`config.mk`:
```
export PLATFORM = sky130hd
export DESIGN_NAME = mbldcm_avmm_if_mc_flat
export DESIGN_NICKNAME = d
export VERILOG_FILES = /design/src/rtl/mbldcm_avmm_if_mc_if.sv /design/src/rtl/mbldcm_avmm_if_mc.sv /design/src/flat_wrapper.sv
export SDC_FILE = /design/constraint.sdc
export NUM_CORES = 1
export LEC_CHECK = 0
export ABC_CLOCK_PERIOD_IN_PS = 1400
export CELL_PAD_IN_SITES_DETAIL_PLACEMENT = 2
export CELL_PAD_IN_SITES_GLOBAL_PLACEMENT = 2
export CORE_MARGIN = 1.5
export CORE_UTILIZATION = 29
export CTS_BUF_LIST = sky130_fd_sc_hd__clkbuf_2
export CTS_CLUSTER_DIAMETER = 60
export DETAILED_ROUTE_END_ITERATION = 7
export HOLD_SLACK_MARGIN = 0.12
export PLACE_DENSITY_LB_ADDON = 0.1
export SYNTH_ARGS = -nofsm -noshare
export SYNTH_HDL_FRONTEND = slang
export SYNTH_SLANG_ARGS = --single-unit
```
`constraint.sdc`:
```
create_clock -name iClock -period 1.4 [get_ports iClock]
set_input_delay 0.28 -clock iClock [delete_from_list [all_inputs] [get_ports iClock]]
set_output_delay 0.28 -clock iClock [all_outputs]
set_load 0.005 [all_outputs]
```
`src/rtl/mbldcm_avmm_if_mc_if.sv`:
```
// Avalon-MM slave bus bundle for the mBldcm multi-channel register block.
// A read or write is accepted on every rising clock edge where iRead or iWrite is high; there is
// no wait request. Read data, oResp and oRdataValid appear one cycle after acceptance. Writes return nothing.
interface mbldcm_avmm_if_mc_if;
    logic [4:0]  iAddr;
    logic        iRead;
    logic        iWrite;
    logic [31:0] iWdata;
    logic [3:0]  iByteEn;
    logic [31:0] oRdata;
    logic        oRdataValid;
    logic [1:0]  oResp;

    modport master (
        output iAddr, iRead, iWrite, iWdata, iByteEn,
        input  oRdata, oRdataValid, oResp
    );

    modport slave (
        input  iAddr, iRead, iWrite, iWdata, iByteEn,
        output oRdata, oRdataValid, oResp
    );
endinterface

```
`src/rtl/mbldcm_avmm_if_mc.sv`:
```
// Multi-channel Avalon-MM register bank for mBldcm motor cores (FreqTarget, PwmCmp, Control, Status).
// Define MBLDCM_AVMM_IRQ_EN to build the sticky Status event flags and the oIrq interrupt path.
module mbldcm_avmm_if_mc #(
    parameter int pChannels = 2
) (
    input  logic                      iClock,
    input  logic                      iReset_n,
    mbldcm_avmm_if_mc_if.slave        bus,
    output logic [32*pChannels-1:0]   oFreqTarget,
    output logic [pChannels-1:0]      oLatchFreqTarget,
    output logic [17*pChannels-1:0]   oPwmCmp,
    output logic [pChannels-1:0]      oEnable,
    output logic [6*pChannels-1:0]    oPwmPrsc,
    output logic [16*pChannels-1:0]   oPwmMaxCnt,
    output logic [3*pChannels-1:0]    oPhaseUpdate,
    output logic [pChannels-1:0]      oLatchPhaseUpdate,
    input  logic [3*pChannels-1:0]    iPhase,
    input  logic [pChannels-1:0]      iFreqReflected,
    input  logic [pChannels-1:0]      iStop,
    output logic                      oIrq
);

    logic [2:0]  ch;
    logic [1:0]  word;
    logic [31:0] wmask;

    logic [31:0] freq_q   [pChannels];
    logic [31:0] freq_d   [pChannels];
    logic [16:0] pwm_q    [pChannels];
    logic [16:0] pwm_d    [pChannels];
    logic [5:0]  prsc_q   [pChannels];
    logic [5:0]  prsc_d   [pChannels];
    logic [15:0] maxcnt_q [pChannels];
    logic [15:0] maxcnt_d [pChannels];
    logic [2:0]  phase_q  [pChannels];
    logic [2:0]  phase_d  [pChannels];
    logic [pChannels-1:0] en_q, en_d;
    logic [pChannels-1:0] latch_freq_q, latch_freq_d;
    logic [pChannels-1:0] latch_phase_q, latch_phase_d;

    logic [31:0] rd_word;
    logic [1:0]  rd_resp;
    logic [31:0] rdata_q, rdata_d;
    logic [1:0]  resp_q, resp_d;
    logic        rvalid_q, rvalid_d;

    logic [pChannels-1:0] irqen_q, stk_stop_q, stk_fr_q;

    assign ch    = bus.iAddr[4:2];
    assign word  = bus.iAddr[1:0];
    assign wmask = {{8{bus.iByteEn[3]}}, {8{bus.iByteEn[2]}},
                    {8{bus.iByteEn[1]}}, {8{bus.iByteEn[0]}}};

`ifdef MBLDCM_AVMM_IRQ_EN
    logic [pChannels-1:0] irqen_d, stk_stop_d, stk_fr_d;
    logic [pChannels-1:0] prev_stop_q, prev_fr_q;
    logic                 irq_q, irq_d;

    // Previous-value registers reset high so a status already asserted at reset is not an event.
    always_ff @(posedge iClock or negedge iReset_n) begin
        if (!iReset_n) begin
            irqen_q     <= '0;
            stk_stop_q  <= '0;
            stk_fr_q    <= '0;
            prev_stop_q <= '1;
            prev_fr_q   <= '1;
            irq_q       <= 1'b0;
        end else begin
            irqen_q     <= irqen_d;
            stk_stop_q  <= stk_stop_d;
            stk_fr_q    <= stk_fr_d;
            prev_stop_q <= iStop;
            prev_fr_q   <= iFreqReflected;
            irq_q       <= irq_d;
        end
    end

    assign irq_d = |(irqen_q & (stk_stop_q | stk_fr_q));
    assign oIrq  = irq_q;
`else
    assign irqen_q    = '0;
    assign stk_stop_q = '0;
    assign stk_fr_q   = '0;
    assign oIrq       = 1'b0;
`endif

    always_comb begin
        for (int n = 0; n < pChannels; n++) begin
            freq_d[n]   = freq_q[n];
            pwm_d[n]    = pwm_q[n];
            prsc_d[n]   = prsc_q[n];
            maxcnt_d[n] = maxcnt_q[n];
            phase_d[n]  = phase_q[n];
        end
        en_d          = en_q;
        latch_freq_d  = '0;
        latch_phase_d = '0;
`ifdef MBLDCM_AVMM_IRQ_EN
        irqen_d    = irqen_q;
        stk_stop_d = stk_stop_q;
        stk_fr_d   = stk_fr_q;
`endif
        // Unmapped channels never match a loop index, so their writes fall through untouched.
        for (int n = 0; n < pChannels; n++) begin
            if (bus.iWrite && ch == 3'(n)) begin
                case (word)
                    2'd0: begin
                        freq_d[n]       = (freq_q[n] & ~wmask) | (bus.iWdata & wmask);
                        latch_freq_d[n] = |bus.iByteEn;
                    end
                    2'd1: pwm_d[n] = (pwm_q[n] & ~wmask[16:0]) | (bus.iWdata[16:0] & wmask[16:0]);
                    2'd2: begin
                        en_d[n]     = bus.iByteEn[0] ? bus.iWdata[0] : en_q[n];
                        prsc_d[n]   = (prsc_q[n] & ~wmask[11:6]) | (bus.iWdata[11:6] & wmask[11:6]);
                        maxcnt_d[n] = (maxcnt_q[n] & ~wmask[27:12]) | (bus.iWdata[27:12] & wmask[27:12]);
`ifdef MBLDCM_AVMM_IRQ_EN
                        irqen_d[n]  = bus.iByteEn[3] ? bus.iWdata[28] : irqen_q[n];
`endif
                        if (bus.iByteEn[0] && bus.iWdata[5]) begin
                            phase_d[n]       = bus.iWdata[4:2];
                            latch_phase_d[n] = 1'b1;
                        end
                    end
                    default: begin
`ifdef MBLDCM_AVMM_IRQ_EN
                        if (bus.iByteEn[0] && bus.iWdata[2]) stk_stop_d[n] = 1'b0;
                        if (bus.iByteEn[0] && bus.iWdata[3]) stk_fr_d[n]   = 1'b0;
`endif
                    end
                endcase
            end
        end
`ifdef MBLDCM_AVMM_IRQ_EN
        // Applied after the clears so a coincident new event keeps its flag.
        stk_stop_d = stk_stop_d | (iStop & ~prev_stop_q);
        stk_fr_d   = stk_fr_d | (iFreqReflected & ~prev_fr_q);
`endif
    end

    // Read mux works from current register state, so a same-cycle write is not visible yet.
    always_comb begin
        rd_word = 32'hFFFF_FFFF;
        rd_resp = 2'b11;
        for (int n = 0; n < pChannels; n++) begin
            if (ch == 3'(n)) begin
                rd_resp = 2'b00;
                case (word)
                    2'd0: rd_word = freq_q[n];
                    2'd1: rd_word = {15'd0, pwm_q[n]};
                    2'd2: rd_word = {3'd0, irqen_q[n], maxcnt_q[n], prsc_q[n], 1'b0,
                                     iPhase[3*n +: 3], 1'b0, en_q[n]};
                    default: rd_word = {28'd0, stk_fr_q[n], stk_stop_q[n],
                                        iFreqReflected[n], iStop[n]};
                endcase
            end
        end
        rvalid_d = bus.iRead;
        rdata_d  = bus.iRead ? rd_word : rdata_q;
        resp_d   = bus.iRead ? rd_resp : resp_q;
    end

    always_ff @(posedge iClock or negedge iReset_n) begin
        if (!iReset_n) begin
            for (int n = 0; n < pChannels; n++) begin
                freq_q[n]   <= '0;
                pwm_q[n]    <= '0;
                prsc_q[n]   <= '0;
                maxcnt_q[n] <= 16'hFFFF;
                phase_q[n]  <= '0;
            end
            en_q          <= '0;
            latch_freq_q  <= '0;
            latch_phase_q <= '0;
            rdata_q       <= '0;
            resp_q        <= '0;
            rvalid_q      <= 1'b0;
        end else begin
            for (int n = 0; n < pChannels; n++) begin
                freq_q[n]   <= freq_d[n];
                pwm_q[n]    <= pwm_d[n];
                prsc_q[n]   <= prsc_d[n];
                maxcnt_q[n] <= maxcnt_d[n];
                phase_q[n]  <= phase_d[n];
            end
            en_q          <= en_d;
            latch_freq_q  <= latch_freq_d;
            latch_phase_q <= latch_phase_d;
            rdata_q       <= rdata_d;
            resp_q        <= resp_d;
            rvalid_q      <= rvalid_d;
        end
    end

    for (genvar g = 0; g < pChannels; g++) begin : g_out
        assign oFreqTarget[32*g +: 32] = freq_q[g];
        assign oPwmCmp[17*g +: 17]     = pwm_q[g];
        assign oPwmPrsc[6*g +: 6]      = prsc_q[g];
        assign oPwmMaxCnt[16*g +: 16]  = maxcnt_q[g];
        assign oPhaseUpdate[3*g +: 3]  = phase_q[g];
    end

    assign oEnable           = en_q;
    assign oLatchFreqTarget  = latch_freq_q;
    assign oLatchPhaseUpdate = latch_phase_q;
    assign bus.oRdata        = rdata_q;
    assign bus.oResp         = resp_q;
    assign bus.oRdataValid   = rvalid_q;

endmodule

```
`src/flat_wrapper.sv`:
```
// flat-port wrapper written by rule: the top's interface ports become plain ports
module mbldcm_avmm_if_mc_flat 
#(
    parameter int pChannels = 2
)
  (iClock, iReset_n, oFreqTarget, oLatchFreqTarget, oPwmCmp, oEnable, oPwmPrsc, oPwmMaxCnt, oPhaseUpdate, oLatchPhaseUpdate, iPhase, iFreqReflected, iStop, oIrq, bus_iAddr, bus_iRead, bus_iWrite, bus_iWdata, bus_iByteEn, bus_oRdata, bus_oRdataValid, bus_oResp);
  mbldcm_avmm_if_mc_if bus_i ();
  input  logic iClock;
  input  logic iReset_n;
  output logic [32*pChannels-1:0] oFreqTarget;
  output logic [pChannels-1:0] oLatchFreqTarget;
  output logic [17*pChannels-1:0] oPwmCmp;
  output logic [pChannels-1:0] oEnable;
  output logic [6*pChannels-1:0] oPwmPrsc;
  output logic [16*pChannels-1:0] oPwmMaxCnt;
  output logic [3*pChannels-1:0] oPhaseUpdate;
  output logic [pChannels-1:0] oLatchPhaseUpdate;
  input  logic [3*pChannels-1:0] iPhase;
  input  logic [pChannels-1:0] iFreqReflected;
  input  logic [pChannels-1:0] iStop;
  output logic oIrq;
  input wire logic [$bits(bus_i.iAddr)-1:0] bus_iAddr;
  input wire logic [$bits(bus_i.iRead)-1:0] bus_iRead;
  input wire logic [$bits(bus_i.iWrite)-1:0] bus_iWrite;
  input wire logic [$bits(bus_i.iWdata)-1:0] bus_iWdata;
  input wire logic [$bits(bus_i.iByteEn)-1:0] bus_iByteEn;
  output wire logic [$bits(bus_i.oRdata)-1:0] bus_oRdata;
  output wire logic [$bits(bus_i.oRdataValid)-1:0] bus_oRdataValid;
  output wire logic [$bits(bus_i.oResp)-1:0] bus_oResp;
  assign bus_i.iAddr = bus_iAddr;
  assign bus_i.iRead = bus_iRead;
  assign bus_i.iWrite = bus_iWrite;
  assign bus_i.iWdata = bus_iWdata;
  assign bus_i.iByteEn = bus_iByteEn;
  assign bus_oRdata = bus_i.oRdata;
  assign bus_oRdataValid = bus_i.oRdataValid;
  assign bus_oResp = bus_i.oResp;
  mbldcm_avmm_if_mc #(.pChannels(pChannels)) u_core (.iClock(iClock), .iReset_n(iReset_n), .bus(bus_i), .oFreqTarget(oFreqTarget), .oLatchFreqTarget(oLatchFreqTarget), .oPwmCmp(oPwmCmp), .oEnable(oEnable), .oPwmPrsc(oPwmPrsc), .oPwmMaxCnt(oPwmMaxCnt), .oPhaseUpdate(oPhaseUpdate), .oLatchPhaseUpdate(oLatchPhaseUpdate), .iPhase(iPhase), .iFreqReflected(iFreqReflected), .iStop(iStop), .oIrq(oIrq));
endmodule
```
=== Word-level counts from Yosys, hierarchy flattened ===
Index checks and enable logic that the tools add are counted.

* Output and inout bits: 190
* Input bits: 55
* Register bits: 189
* Word-level logic and storage cells: 73

* Bitwise logic cells: 24
* Reduce and logical (&&, ||, !) cells: 16
* Eq/ne operators: 3
* Multiplexer cells: 13

{| class="wikitable"
|+ Operator list
! operator !! number
|-
| case mux 32 bit (3 select lines) || 2
|-
| bitwise AND 32 bit || 3
|-
| 2-to-1 mux 32 bit || 2
|-
| bitwise OR 32 bit || 2
|-
| bitwise AND 17 bit || 3
|-
| bitwise AND 16 bit || 3
|-
| bitwise OR 17 bit || 2
|-
| inverter 32 bit || 1
|-
| bitwise OR 16 bit || 2
|-
| bitwise AND 6 bit || 3
|-
| inverter 17 bit || 1
|-
| inverter 16 bit || 1
|-
| bitwise OR 6 bit || 2
|-
| AND reduction 2 bit || 6
|-
| AND reduction 3 bit || 4
|-
| 2-to-1 mux 1 bit || 7
|-
| inverter 6 bit || 1
|-
| 2-to-1 mux 2 bit || 2
|-
| OR reduction 4 bit || 1
|-
| equality test 3 x 1 -> 1 bit, second input constant || 1
|-
| logical AND 1 bit || 3
|-
| zero test 3 bit || 1
|-
| equality test 2 x 1 -> 1 bit, second input constant || 1
|-
| equality test 2 bit, second input constant || 1
|-
| zero test 2 bit || 1
|}

=== Logic depth before layout (Yosys ltp) ===
Gate-level depths: netlist of the first run.

* Word-level depth: 4
* Depth in mapped cells: 7
* Depth with buffers taken out: 4

=== Worst setup path after synthesis of the first run ===
No wires, ideal clock.

* Kind: input to register
* Start: input bus_iAddr[2]
* End: register u_core.phase_q, in the netlist u_core.oPhaseUpdate[0]
* Data arrival time: 1.710 ns
* Required time: 1.275 ns
* Path buffers: 2
* Stages: 6
* Setup slack: -0.435 ns
* Library setup time: 0.125 ns
* Cell sequence: buf_6 -> or4b_4 -> nor2_4 -> and3_1 -> buf_6 -> mux2_4

* Longest elaborated chain between the ends: 3

{| class="wikitable"
|+ RTL lines
! what !! line !! source
|-
| from (decl) || flat_wrapper.sv:22 || <nowiki>input wire logic [$bits(bus_i.iAddr)-1:0] bus_iAddr;</nowiki>
|-
| zero test 3 bit || mbldcm_avmm_if_mc.sv:105 || <nowiki>if (bus.iWrite && ch == 3'(n)) begin</nowiki>
|-
| logical AND 1 bit || mbldcm_avmm_if_mc.sv:105 ||
|-
| AND reduction 3 bit (no source line) || -- ||
|-
| to (signal, indexed assignment) || mbldcm_avmm_if_mc.sv:183 || <nowiki>phase_q[n] <= phase_d[n];</nowiki>
|-
| to (decl) || mbldcm_avmm_if_mc.sv:35 || <nowiki>logic [2:0] phase_q [pChannels];</nowiki>
|}

Every way passes these cells.
A chain may end at the register's enable or synchronous reset.

==> results of run 1 <==
==> worst reg2reg max path, delay by kind of cell (launching register included) <==
family | cells | cell delay, ns
AO/OA/AOI/OAI | 1 | 0.17
multiplexers | 2 | 0.74
flip-flops | 1 | 0.48
buffers and inverters | 1 | 0.13
==> cell usage in the layout, fill, tap and decap left out, types with 4 or more instances in the layout <==
| cell type | n |
|---|---|
| nor2_4 | 4 |
| nor2b_4 | 7 |
| mux2_4 | 9 |
| buf_6 | 53 |
| buf_12 | 12 |
| inv_8 | 5 |
| clkbuf_2 | 17 |
| nand2_1 | 11 |
| mux2_2 | 145 |
| nor2_1 | 12 |
| mux2i_1 | 27 |
| dfrtp_1 | 156 |
| o21ai_0 | 27 |
| mux4_2 | 14 |
| nor2b_1 | 16 |
| nand2_2 | 4 |
| clkinv_4 | 4 |
| o22a_1 | 13 |
| buf_2 | 158 |
| dlygate4sd2_1 | 4 |
| a21oi_1 | 32 |
| nand2_4 | 6 |
| dfstp_2 | 32 |
| a31o_2 | 11 |
| buf_4 | 196 |
| dlygate4sd3_1 | 20 |
| clkdlybuf4s50_1 | 46 |
==> cell type report <==
cell class	count	area, um2	share of cell area (%)
diodes	3	7.51	0.0582
multi-input cells	373	3610	28.0
well taps	378	473	3.67
clock inverters	15	154	1.19
clock buffers	17	85.1	0.659
repair buffers	491	3820	29.6
inverters	3	11.3	0.0873
flip-flops and latches	188	4740	36.8
==> metrics by stage <==
step	power, mW	setup TNS [ns]	worst slack, ns
floorplan	7.80	-22.89	-0.399
global placement	9.97	-134.20	-0.866
detailed placement	10.1	-141.64	-0.931
CTS	13.3	-73.84	-0.491
global route	14.2	-88.90	-0.515
finish	13.5	-61.49	-0.377
==> power breakdown <==
group	internal [mW]	leakage, nW	switching, mW
Clock	0.724	0.144	2.18
Combinational	2.38	4.00	1.50
Sequential	6.18	2.32	0.502
==> timing repair <==
item | 4_1_cts | 5_1_grt
pin swaps | 4 | 11
setup buffers | 117 | 56
hold endpoints to repair | 241 | 71
resized for setup | 798 | 41
endpoints found under the setup margin | 201 | 312
hold buffers | 21 | 1
==> worst max-delay path by stage <==
stage                             from                endpoint  slack (ns)  cells after the start
final                             flop          oPwmMaxCnt[31]       -0.38                      1
after floorplan           bus_iAddr[2]  u_core.oPhaseUpdate[0]       -0.40                      6
after detailed placement  bus_iAddr[3]  u_core.oPhaseUpdate[0]       -0.93                      5
after global routing              flop          oPwmMaxCnt[31]       -0.52                      1
after global placement    bus_iAddr[4]  u_core.oPhaseUpdate[5]       -0.87                      7
after CTS                         flop           oPwmMaxCnt[9]       -0.49                      1
==> routing by layer <==
layer / vias up / part of all wire (%) / GRT usage (%)
li1: 3131 / - / -
met1: 3642 / 41 / 26.0
met2: 180 / 52 / 38.8
met3: 31 / 4.8 / 5.17
met4: 0 / 1.6 / 6.45
met5: - / 0 / 0
==> cell usage after synthesis <==
cell type	number	area (um2)
nor4_1	1	6.26
mux4_2	14	315
buf_1	1	3.75
nand2_4	4	45.0
nor2_8	1	20.0
o21ai_0	27	135
o221ai_1	3	26.3
conb_1	1	3.75
a31oi_1	2	12.5
nand2_1	15	56.3
or3_1	1	6.26
o32a_1	2	20.0
a21oi_1	32	160
nor2_4	2	22.5
mux2_4	6	90.1
nor3_1	2	10.0
o21a_1	1	7.51
dfrtp_1	156	3900
buf_4	2	15.0
nand4bb_1	1	11.3
mux2i_1	28	280
nor2b_1	24	150
or2_2	1	6.26
and3_1	2	12.5
dfstp_2	32	841
nor2_1	15	56.3
o22a_1	13	114
a31o_2	11	96.3
inv_1	3	11.3
nand2b_1	3	18.8
mux2_2	148	1670
nand3_1	2	10.0
mux2_1	1	11.3
buf_2	10	50.1
or2_1	1	6.26
o211ai_1	2	15.0
clkbuf_1	18	67.6
nand2_2	4	25.0
o211a_1	1	10.0
or3b_2	1	8.76
or4b_4	1	13.8
buf_6	2	22.5
==> logic make-up after synthesis <==
family                 Yosys count  share of synthesized area (%)
muxes                          197                           28.3
DFF                            188                           56.7
AOI/OAI and AO/OA               94                           7.14
and+or+nand+nor                 81                           5.80
buffers and inverters           36                           2.03
other                            1                         0.0448
==> metrics.md, run 1 <==
| Metric | Value |
|---|---|
| Status | finished with violations |
| Failing checks | negative setup slack |
| Die ar. | 29900 um2 |
| CP bufs+invs | 1 |
| Reg2Reg Depth | 4 |
| Vias per cell | 4.76 |
| Worst path slowest cell | dfstp_2 |
| GRT Resource Usage Total | 21.8% |
| Post-synth net total | 652 |
| Post-Synthesis Cell Area | 8360 um2 |
| Pleak | 6.46 nW |
| Critical path's top delay family | flip-flops |
| Hold Path Stages | 5 |
| Detailed Route Iter0 Violations | 199 |
| Vias in the first global route | 8050 |
| Total iterations of the first detailed-routing run | 4 |
| Critical path class | reg2out |
| Crit path max fanout | 2 |
| TritonCTS clock tree | built |
| Max Transition Viols Final | 0 |
| Final Cycle Share | 127% |
| Worst-Margin Slew | 1.03 ns |
| Final ANT Viol Nets | 0 |
| Num CTS Buffers | 17 |
| Clock Pin Slew Worst Setup and Hold Paths | 0.30 ns |
| Drc violations | 0 |
| DR WL/cell | 22.7 um |
| Min-Delay Path Class | in2reg |
| Placer Congestion | 0.775 |
| CTS H-tree lvls | 4 |
| Library cells used by synthesis | 42 |
| Sequential fraction of the synthesis area | 56.7% |
| CTS Buffer Depth | 2 |
| Row cnt | 61 |
| Required @ worst endpoint | 1.12 ns |
| Yosys reg bits | 188 |
| Largest net degree at the start of global routing | 58 |
| CP max stage delay | 0.64 ns |
| Initial Util | 29.8% |
| Detailed Route WL | 33300 um |
| Fmax | 563 MHz |
| Die H | 173 um |
| Fill count | 2870 |
| VDD IR max | 0.480 mV |
| Hold endpoint | u_core.bus.oRdata[1] |
| Util after Layout | 45.9% |
| Clk sink count | 188 |
| RSZ-0062 raised after global routing | true |
| Setup Skew | 0.0402 ns |
| Minimum clock period | 1.78 ns |
| CP endpoint kind | primary output |
| R2R setup slack | -0.22 ns |
| Worst Path Arrival | 1.50 ns |
| Synth Area per Inst | 14.0 um2 |
| Core area | 28100 um2 |
| Root Buffer | clkbuf_2 |
| Cell Area, Placed | 11800 um2 |
| Startpoint types | flop |
| Crit-path cells | buf_6 |
| Synth warn | 0 |
| Initial antenna violation count | 3 |
| DP HPWL | 21800 um |
| Clk Latency, worst-skew pair | 0.77 ns |
| Finished Layout Cells | 1468 |
| Cells after Synth | 597 |
| Slew HR | 30.9% |
| Global-route wire length before repair | 49600 um |
| MaxCap Viol Count | 0 |
| Hold Startpoint | bus_iAddr[1] |
| Placed cells | 1250 |
| DR vias | 6984 |
| Final hold viol count | 0 |
| Die Wd | 173 um |
| Final instance area | 12900 um2 |
| I/O pin total | 245 |
| Hold WS | 0.213 ns |
| Grt ovf | 0 |
| Area growth syn-to-layout | 54.3% |
| # nets final | 1129 |
| Pwr dens | 1040 nW/um2 |
| Final setup vio count | 300 |
| R2r endpoint | u_core.bus.oRdata[0] |
| Share of layout cells above drive strength 1 | 63.9% |
| Setup slack after layout | -0.377 ns |
| IO Port Bufs | 243 |
Note: power is estimated with default switching activity, not from simulation.
==> run 2: changes to the inputs <==
--- a/config.mk
+++ b/config.mk
@@ -13,6 +13,7 @@
 export CTS_BUF_LIST = sky130_fd_sc_hd__clkbuf_2
 export CTS_CLUSTER_DIAMETER = 60
 export DETAILED_ROUTE_END_ITERATION = 7
+export GPL_TIMING_DRIVEN = 1
 export HOLD_SLACK_MARGIN = 0.12
 export PLACE_DENSITY_LB_ADDON = 0.1
 export SYNTH_ARGS = -nofsm -noshare
==> results of run 2 <==
Same layout as run 1: the final DEF is identical, and so are final timing and power.
==> run 3: changes to the inputs <==
--- a/config.mk
+++ b/config.mk
@@ -5,17 +5,17 @@
 export SDC_FILE = /design/constraint.sdc
 export NUM_CORES = 1
 export LEC_CHECK = 0
-export ABC_CLOCK_PERIOD_IN_PS = 1400
 export CELL_PAD_IN_SITES_DETAIL_PLACEMENT = 2
 export CELL_PAD_IN_SITES_GLOBAL_PLACEMENT = 2
 export CORE_MARGIN = 1.5
-export CORE_UTILIZATION = 29
+export CORE_UTILIZATION = 25
 export CTS_BUF_LIST = sky130_fd_sc_hd__clkbuf_2
 export CTS_CLUSTER_DIAMETER = 60
 export DETAILED_ROUTE_END_ITERATION = 7
 export GPL_TIMING_DRIVEN = 1
 export HOLD_SLACK_MARGIN = 0.12
 export PLACE_DENSITY_LB_ADDON = 0.1
+export SLEW_MARGIN = 15
 export SYNTH_ARGS = -nofsm -noshare
 export SYNTH_HDL_FRONTEND = slang
 export SYNTH_SLANG_ARGS = --single-unit
==> metrics.md, run 3 (same netlist as run 1, synthesis figures left out) <==
| Metric | Value |
|---|---|
| Status | finished with violations |
| Failing checks | negative setup slack |
| Final hold viol count | 0 (unchanged) |
| Root Buffer | clkbuf_2 |
| MaxCap Viol Count | 0 (unchanged) |
| Worst Path Arrival | 1.52 ns (+0.02 ns) |
| IO Port Bufs | 243 (unchanged) |
| Switching pwr | 4.01 mW (-4.3%) |
| Share of layout cells above drive strength 1 | 64.2% (+0.22 points) |
| Drc violations | 0 (unchanged) |
| I/O pin total | 245 (unchanged) |
| Global-route wire length before repair | 49400 um (-0.39%) |
| Die H | 186 um (+7.6%) |
| Final instance area | 12900 um2 (about the same) |
| Finished Layout Cells | 1522 (+3.7%) |
| Largest net degree at the start of global routing | 57 (-1.7%) |
| Setup Skew | 0.0377 ns (-0.00247 ns) |
| Initial antenna violation count | 4 (+1) |
| Clk Latency, worst-skew pair | 0.77 ns (about the same) |
| Grt ovf | 0 (unchanged) |
| Reg2Reg Depth | 4 (unchanged) |
| Slew HR | 39.8% (+8.9 points) |
| Final Cycle Share | 128% (+1.4 points) |
| Hold endpoint | u_core.oLatchPhaseUpdate[0] |
| Area growth syn-to-layout | 54.1% (about the same) |
| Most frequent cells in the layout | 187 x buf_4, 155 x dfrtp_1, 155 x buf_2, 146 x mux2_2, 61 x buf_6 |
| Total iterations of the first detailed-routing run | 4 (unchanged) |
| Vias per cell | 4.52 (-5.0%) |
| Crit-path cells | buf_2 |
| Hold WS | 0.218 ns (+0.00540 ns) |
| CTS H-tree lvls | 4 (unchanged) |
| Placer Congestion | 0.756 (-2.5%) |
| RSZ-0062 raised after global routing | true |
| R2r endpoint | u_core.bus.oRdata[0] |
| R2R setup slack | -0.18 ns (+0.04 ns) |
| Detailed Route WL | 33700 um (+1.2%) |
| GRT Resource Usage Total | 19.6% (-2.2 points) |
| Core area | 32700 um2 (+16%) |
| Num CTS Buffers | 17 (unchanged) |
| CP max stage delay | 0.62 ns (-0.02 ns) |
| Required @ worst endpoint | 1.12 ns (about the same) |
| CTS Buffer Depth | 2 (unchanged) |
| Placed cells | 1316 (+5.3%) |
| Setup slack after layout | -0.396 ns (-0.0193 ns) |
| Die ar. | 34600 um2 (+16%) |
| Share of power burned in registers | 50.6% (+1.0 points) |
| Minimum clock period | 1.80 ns (+0.0193 ns) |
| Fill count | 3421 (+19%) |
| Switching share of total power | 30.3% (-0.80 points) |
| Startpoint types | flop |
| Die Wd | 186 um (+7.6%) |
| DR vias | 6876 (-1.5%) |
| Max Transition Viols Final | 0 (unchanged) |
| Pwr dens | 1030 nW/um2 (-1.7%) |
| Initial Util | 25.6% (-4.2 points) |
| Total power | 13.2 mW (-1.8%) |
| CP endpoint kind | primary output |
| Int Pwr | 9.23 mW (-0.65%) |
| Vias in the first global route | 7825 (-2.8%) |
| DR WL/cell | 22.1 um (-2.4%) |
| Row cnt | 66 (+8.2%) |
| Clock power share | 20.3% (-1.3 points) |
| Combinational power share | 29.1% (+0.3 points) |
| Critical path's top delay family | flip-flops |
| CP bufs+invs | 1 (unchanged) |
| Clk sink count | 188 (unchanged) |
| Worst path slowest cell | dfstp_2 |
| # nets final | 1119 (-0.89%) |
| Clock Pin Slew Worst Setup and Hold Paths | 0.31 ns (about the same) |
| TritonCTS clock tree | built |
| Detailed Route Iter0 Violations | 262 (+32%) |
| VDD IR max | 0.411 mV (-14%) |
| Critical path class | reg2out |
| Fmax | 557 MHz (-1.1%) |
| Hold Path Stages | 5 (unchanged) |
| Leading cell type in the layout, fill and taps excluded | buf_4 |
| Final ANT Viol Nets | 0 (unchanged) |
| Cell Area, Placed | 11800 um2 (+0.21%) |
| Min-Delay Path Class | in2reg |
| Pleak | 6.42 nW (-0.62%) |
| DP HPWL | 22700 um (+4.2%) |
| Final setup vio count | 239 (-20%) |
| Worst-Margin Slew | 0.899 ns (-0.133 ns) |
| Crit path max fanout | 2 (unchanged) |
| Hold Startpoint | bus_iAddr[0] |
-- run 3: changes by cell type in the layout (fill, tap and decap cells not counted), sizes merged --
cell,before,now
buf,419,410
clkbuf,18,20
clkdlybuf4s50,46,50
clkinvlp,1,2
dlygate4sd2,4,0
dlygate4sd3,20,19
inv,10,7
-- run 3: layout make-up --
cell class	count	area, um2	area share, %
tap	442	553	4.29
antenna	3	7.51	0.0582
clock buffer	19	95.1	0.738
sequential	188	4750	36.8
inverter	3	11.3	0.0873
multi-input combinational	373	3640	28.3
clock inverter	13	119	0.922
timing repair buffer	481	3720	28.8
-- run 3: power groups by stage --
stage / registers [mW] / logic (mW) / clock network [mW]
2_1_floorplan: 6.73 / 1.07 / 0
3_3_place_gp: 6.83 / 3.16 / 0
3_5_place_dp: 6.88 / 3.25 / 0
4_1_cts: 6.68 / 3.49 / 2.85
5_1_grt: 6.78 / 4.17 / 3.10
6_report: 6.69 / 3.85 / 2.69
-- run 3: metrics by stage --
step                setup TNS, ns  util, %  setup slack (ns)
finish                     -49.84     39.4            -0.396
global route               -79.70     39.4            -0.553
CTS                        -67.68     37.7            -0.488
floorplan                  -22.89        -            -0.399
global placement          -137.33     36.2            -0.856
detailed placement        -146.75     36.2            -0.966
-- run 3: worst max-delay path by stage --
stage	startpoint	endpoint	slack [ns]	cells after the start
6_report	flop	oPwmMaxCnt[31]	-0.40	1
3_3_place_gp	bus_iAddr[3]	u_core.oPhaseUpdate[2]	-0.86	5
4_1_cts	flop	oPwmMaxCnt[11]	-0.49	1
2_1_floorplan	bus_iAddr[2]	u_core.oPhaseUpdate[0]	-0.40	6
5_1_grt	flop	oPwmMaxCnt[11]	-0.55	1
3_5_place_dp	bus_iAddr[3]	flop	-0.97	8
-- run 3: repair_timing --
item / in CTS / in global routing
hold endpoints to repair: 250 / 22
pin swaps: 1 / 8
cloned: 0 / 0
setup buffers: 112 / 47
endpoints found under the setup margin: 210 / 245
hold buffers: 19 / 2
gates resized for setup: 792 / 59
-- run 3: per-layer routing --
| layer | wire (um) | track usage, % | share of wire, % |
|---|---|---|---|
| met4 | 283 | 4.39 | 0.84 |
| met3 | 1810 | 4.70 | 5.4 |
| met2 | 17000 | 34.2 | 51 |
| met1 | 14600 | 24.5 | 43 |
| met5 | 11 | 0 | 0.033 |
